### src/rtl/instruction_fetch_queue.sv
// -----------------------------------------------------------------------------
// instruction_fetch_queue
//
// Front-end producer for the instruction decoder. The block issues sequential
// word-aligned fetch addresses to instruction memory. A credit rule ensures
// that every response has a free queue slot. Returned words are buffered in
// order together with their PC and are handed to decode over valid/ready.
// A redirect empties the queue, marks every in-flight response for discard
// and restarts fetch at the new PC.
//
// Parameters:
//   XLEN         address / PC width
//   QUEUE_DEPTH  FIFO entries (power of two, >= 2)
//   RESET_PC     first fetch address after reset
//
// Ports:
//   clk, reset_n                  clock, asynchronous active-low reset
//   imem_req_valid/addr/ready     fetch request channel to instruction memory
//   imem_resp_valid/data          in-order response channel (always accepted)
//   redirect_valid/pc             flush and restart fetch at redirect_pc
//   inst_valid/inst/inst_pc       head entry presented to decode
//   inst_ready                    decode consumes the head entry
// -----------------------------------------------------------------------------
module instruction_fetch_queue #(
    parameter int unsigned     XLEN        = 32,
    parameter int unsigned     QUEUE_DEPTH = 4,
    parameter logic [XLEN-1:0] RESET_PC    = '0
) (
    input  logic            clk,
    input  logic            reset_n,
    output logic            imem_req_valid,
    output logic [XLEN-1:0] imem_req_addr,
    input  logic            imem_req_ready,
    input  logic            imem_resp_valid,
    input  logic [31:0]     imem_resp_data,
    input  logic            redirect_valid,
    input  logic [XLEN-1:0] redirect_pc,
    output logic            inst_valid,
    output logic [31:0]     inst,
    output logic [XLEN-1:0] inst_pc,
    input  logic            inst_ready
);

    localparam int unsigned     PTR_W = $clog2(QUEUE_DEPTH);
    localparam int unsigned     CNT_W = $clog2(QUEUE_DEPTH) + 1;
    localparam logic [CNT_W:0]  DEPTH = (CNT_W + 1)'(QUEUE_DEPTH);

    logic             active_q, active_d;
    logic [XLEN-1:0]  fetch_pc_q, fetch_pc_d;
    logic [XLEN-1:0]  resp_pc_q, resp_pc_d;
    logic [PTR_W-1:0] head_q, head_d;
    logic [PTR_W-1:0] tail_q, tail_d;
    logic [CNT_W-1:0] count_q, count_d;
    logic [CNT_W-1:0] outstanding_q, outstanding_d;
    logic [CNT_W-1:0] drop_q, drop_d;

    logic [31:0]      word_mem_q [QUEUE_DEPTH];
    logic [XLEN-1:0]  pc_mem_q   [QUEUE_DEPTH];

    logic             req_fire;
    logic             resp_fire;
    logic             push;
    logic             pop;
    logic [XLEN-1:0]  redirect_pc_aligned;

    // The low two bits of redirect_pc are forced to zero and never read.
    logic unused_redirect_lsbs;
    assign unused_redirect_lsbs = ^redirect_pc[1:0];

    assign redirect_pc_aligned = {redirect_pc[XLEN-1:2], 2'b00};

    // Credit: queued entries plus in-flight requests never exceed the depth,
    // so every non-dropped response is guaranteed a free slot.
    assign imem_req_valid = active_q && !redirect_valid &&
                            (({1'b0, count_q} + {1'b0, outstanding_q}) < DEPTH);
    assign imem_req_addr  = fetch_pc_q;
    assign req_fire       = imem_req_valid && imem_req_ready;

    // A response with nothing outstanding is a protocol error and is ignored.
    assign resp_fire      = imem_resp_valid && (outstanding_q != '0);

    assign inst_valid     = (count_q != '0) && !redirect_valid;
    assign pop            = inst_valid && inst_ready;

    // Head data is gated so that an empty queue (and reset) shows zeros
    // instead of stale storage contents.
    always_comb begin
        inst    = '0;
        inst_pc = '0;
        if (count_q != '0) begin
            inst    = word_mem_q[head_q];
            inst_pc = pc_mem_q[head_q];
        end
    end

    // NOTE: every output of this block gets a default first, so no path can
    // leave a variable unassigned and infer a latch.
    always_comb begin
        active_d      = 1'b1;
        fetch_pc_d    = fetch_pc_q;
        resp_pc_d     = resp_pc_q;
        head_d        = head_q;
        tail_d        = tail_q;
        count_d       = count_q;
        outstanding_d = outstanding_q;
        drop_d        = drop_q;
        push          = 1'b0;

        if (redirect_valid) begin
            // Redirect wins over request, response and pop in this cycle.
            fetch_pc_d    = redirect_pc_aligned;
            resp_pc_d     = redirect_pc_aligned;
            head_d        = '0;
            tail_d        = '0;
            count_d       = '0;
            outstanding_d = outstanding_q - CNT_W'(resp_fire);
            drop_d        = outstanding_q - CNT_W'(resp_fire);
        end else begin
            if (req_fire) begin
                fetch_pc_d = fetch_pc_q + XLEN'(4);
            end
            if (resp_fire) begin
                if (drop_q != '0) begin
                    drop_d = drop_q - CNT_W'(1);
                end else begin
                    push = 1'b1;
                end
            end
            if (push) begin
                tail_d    = tail_q + PTR_W'(1);
                resp_pc_d = resp_pc_q + XLEN'(4);
            end
            if (pop) begin
                head_d = head_q + PTR_W'(1);
            end
            count_d       = count_q + CNT_W'(push) - CNT_W'(pop);
            outstanding_d = outstanding_q + CNT_W'(req_fire) - CNT_W'(resp_fire);
        end
    end

    // NOTE: state flops use non-blocking assignments so every flop samples
    // the pre-edge values regardless of statement order.
    always_ff @(posedge clk or negedge reset_n) begin
        if (!reset_n) begin
            active_q      <= 1'b0;
            fetch_pc_q    <= RESET_PC;
            resp_pc_q     <= RESET_PC;
            head_q        <= '0;
            tail_q        <= '0;
            count_q       <= '0;
            outstanding_q <= '0;
            drop_q        <= '0;
        end else begin
            active_q      <= active_d;
            fetch_pc_q    <= fetch_pc_d;
            resp_pc_q     <= resp_pc_d;
            head_q        <= head_d;
            tail_q        <= tail_d;
            count_q       <= count_d;
            outstanding_q <= outstanding_d;
            drop_q        <= drop_d;
        end
    end

    // NOTE: queue storage is deliberately not reset; entry validity is fully
    // described by count_q, and the outputs are gated while it is zero.
    always_ff @(posedge clk) begin
        if (push) begin
            word_mem_q[tail_q] <= imem_resp_data;
            pc_mem_q[tail_q]   <= resp_pc_q;
        end
    end

    resp_without_request: assert property (
        @(posedge clk) disable iff (!reset_n)
        !(imem_resp_valid && (outstanding_q == '0))
    );

endmodule

### config.mk
export PLATFORM = sky130hd
export DESIGN_NAME = instruction_fetch_queue
export DESIGN_NICKNAME = d
export VERILOG_FILES = /design/src/rtl/instruction_fetch_queue.sv
export SDC_FILE = /design/constraint.sdc
export NUM_CORES = 1
export LEC_CHECK = 0
export ABC_CLOCK_PERIOD_IN_PS = 3600
export CAP_MARGIN = 20
export CORE_MARGIN = 2
export CORE_UTILIZATION = 55
export DETAILED_ROUTE_END_ITERATION = 16
export GPL_TIMING_DRIVEN = 0
export PLACE_DENSITY = 0.79
export SLEW_MARGIN = 10
export SYNTH_ARGS = -nofsm -noshare
export SYNTH_HDL_FRONTEND = slang
export SYNTH_SLANG_ARGS = --single-unit
### constraint.sdc
create_clock -name clk -period 3.6 [get_ports clk]
set_input_delay 0.36 -clock clk [delete_from_list [all_inputs] [get_ports clk]]
set_output_delay 0.36 -clock clk [all_outputs]
set_load 0.05 [all_outputs]
==> reports/qor.csv <==
metric,value,unit
setup_tns,0,ps
Fillers,1645,
Final Cell Area,16900,µm²
startpoint types,register,
Post-synth ARST share,0.230,
Worst Clk Skew,16.0,ps
Slew Limit Fails,0,
sequential element share of the synthesized area,0.678,
mux cell area share after synthesis,0.110,
DIE AREA,26200,µm²
Vias per Instance,5.82,
final worst path period need,3460,ps
TritonCTS buffer count,31,
final antenna-violating net count,0,
Final GP Congestion,0.929,
reg2reg path depth,13,
largest net degree at the start of global routing,46,
Yosys reg bits,322,
largest area contributor in the netlist,edfxtp_1,
Rel. slew slack,0.341,
Int Pwr,0.00782,W
IO Count,168,
layout cells sized above 1,0.144,
maximum clock path buffer count,3,
Detail Placement HPWL,19.5,mm
Fin. Hold Viols,0,
CTS Sinks,322,
Worst-Margin Slew,981,ps
vias in the first global route,8306,
synth-to-layout area growth,23.4,%
share of the synthesized area in the top cell type,0.543,
Post-Syn Area,13700,µm²
worst reg2reg endpoint,outstanding_q[2]$_DFF_PN0_,
Worst EP arrival,3100,ps
Clock Power Share,0.269,
reg2reg start,outstanding_q[2]$_DFF_PN0_,
final worst path period share,0.962,
Initial Utilization,0.562,
Reg2Reg Setup Slack,270,ps
CTS H-Tree Depth,1,
"EDFF count, synth",248,
Synth Area in XOR/XNOR,0.0268,
unrepaired setup endpoints after global routing,no,
final design utilization,0.693,
post-CTS setup buffers,0,
Hold/Removal Path Class,input port to async pin,
"Top FF cell, synth",edfxtp_1,
Initial DRC Count,718,
Reg power frac,0.372,
Mapped Cells,872,
Die Span Y,162,µm
Seq. cell area,9300,µm²
Net Sw Power,0.00428,W
Sw Ratio,0.354,
Final #Nets,1161,
Synth cell types,49,
clock tree from TritonCTS,done,
Ys Warns,0,
compound-gate portion of the synthesized area,0.0392,
Residual DRC,0,
"Cell Area, Placed",15900,µm²
ant diodes,0,
Mean Syn Cell Area,15.7,µm²
"leading cell type in the layout, fill and taps excluded",edfxtp_1,
IO Port Bufs,161,
Synth area leaders,"edfxtp_1 (54%), dfrtp_1 (14%), mux4_2 (10%)",
Final setup viols,0,
Pwr per Cell Area,716,nW/µm²
routed vias,8273,
multi-input logic area,4130,µm²
core area,24400,µm²
max-cap check violation count,0,
GRT Resource Usage Total,0.229,
maximum VDD drop,0.456,mV
Site Rows,57,
Max Clk Rate,289,MHz
total gr overflow,0,
leak pwr,5.76,nW
global-route wire length before repair,46.4,mm
most frequent cells in the layout,"edfxtp_1 (248), clkdlybuf4s50_1 (160), dfrtp_1 (73)",
"Max FO, Critical Path",10,
WL final,29.5,mm
largest family of logic cells by synthesized area,multiplexers,
routed len/inst,20.7,µm
drt pass-1 iters,7,
kind of critical path,register to primary output,
Clock transition at path regs,60,ps
outcome,"complete, no violations",
initial antenna violation count,0,
Simple-Gate Fraction of Synth Area,0.106,
WP data required,3240,ps
Crit. End Element,primary output,
Worst-Skew Late Latency,560,ps
Combinational Power Share,0.360,
Hold WS,305,ps
Die X,162,µm
Post-Synth Adder-Cell Area,0.0175,
Root Buffer,clkbuf_16,
[layout make-up]
type / count / share of cell area
Tap cell: 324 / 0.0240
Clock buffer: 41 / 0.0493
Clock inverter: 17 / 0.0119
Buffer: 44 / 0.0131
Timing Repair Buffer: 167 / 0.103
Multi-Input combinational cell: 485 / 0.244
Sequential cell: 322 / 0.550
Inverter: 22 / 0.00488
[through the flow]
step	cells	setup slack [ps]	total power [W]
after floorplan	875	486	0.00751
after global routing	1422	3.60	0.0126
after global placement	1360	-1090	0.00887
after detailed placement	1365	-55.1	0.00894
final	1422	138	0.0121
after CTS	1422	8.29	0.0122
[critical path, stage by stage, from the launching register on]
cell,delay [ps]
dfrtp_1,320
clkbuf_1,410
clkbuf_1,540
mux4_2,420
and2_1,170
clkdlybuf4s50_1,690
[power by group through the flow]
stage	Combinational, W	Sequential, W	Clock, W
2_1_floorplan	0.00288	0.00463	0
3_3_place_gp	0.00433	0.00454	0
3_5_place_dp	0.00440	0.00454	0
4_1_cts	0.00440	0.00449	0.00331
5_1_grt	0.00462	0.00453	0.00345
6_report	0.00435	0.00450	0.00326
[metal layers]
metal | wire length, µm | global-route usage
met5 | 0 | 0
met4 | 437 | 0.0451
met3 | 2020 | 0.0317
met2 | 14300 | 0.377
met1 | 12700 | 0.336
[logic make-up after synthesis]
| group | Yosys count |
|---|---|
| other | 2 |
| buffers and inverters | 68 |
| adder cells (fa/ha/maj) | 18 |
| XOR/XNOR | 42 |
| AO/OA/AOI/OAI | 86 |
| multiplexers | 72 |
| flip-flops | 322 |
| AND/OR/NAND/NOR | 262 |
[what timing repair did]
item,in CTS,in global routing
gates resized for setup,0,13
endpoints found under the setup margin,58,37
hold endpoints to repair,34,0
hold buffers,1,0
pin swaps,0,0
[sequential cells by signal, summed over array words and instances (netlist names)]
| register | cells |
|---|---|
| active_q | 1 |
| count_q | 3 |
| drop_q | 3 |
| head_q | 2 |
| imem_req_addr | 30 |
| outstanding_q | 3 |
| pc_mem_q | 120 |
| resp_pc_q | 30 |
| tail_q | 2 |
| word_mem_q | 128 |
[synth_stat cells (all sizes together) (8+ instances only)]
master	count
clkbuf	31
xor2	19
nand2	62
edfxtp	248
inv	22
mux4	62
o21ai	45
nand3	30
nand4	21
dfrtp	74
ha	16
xnor2	23
mux2	8
nor2	20
o211ai	13
and3	8
nor3	15
o311ai	12
buf	15
nor4	11
and2	71
[worst max path at each step]
stage | startpoint | to | slack, ps
after detailed placement | redirect_valid | count_q[2]$_DFF_PN0_ | -60
after CTS | head_q[0]$_DFFE_PN0P_ | inst_pc[19] | 8
after global placement | redirect_valid | word_mem_q[0][27]$_DFFE_PP_ | -1090
after global routing | head_q[1]$_DFFE_PN0P_ | inst_pc[10] | 4
after floorplan | drop_q[0]$_DFFE_PN0P_ | pc_mem_q[0][10]$_DFFE_PP_ | 490
final | head_q[1]$_DFFE_PN0P_ | inst_pc[10] | 140
(Power assumes the default switching activity.)
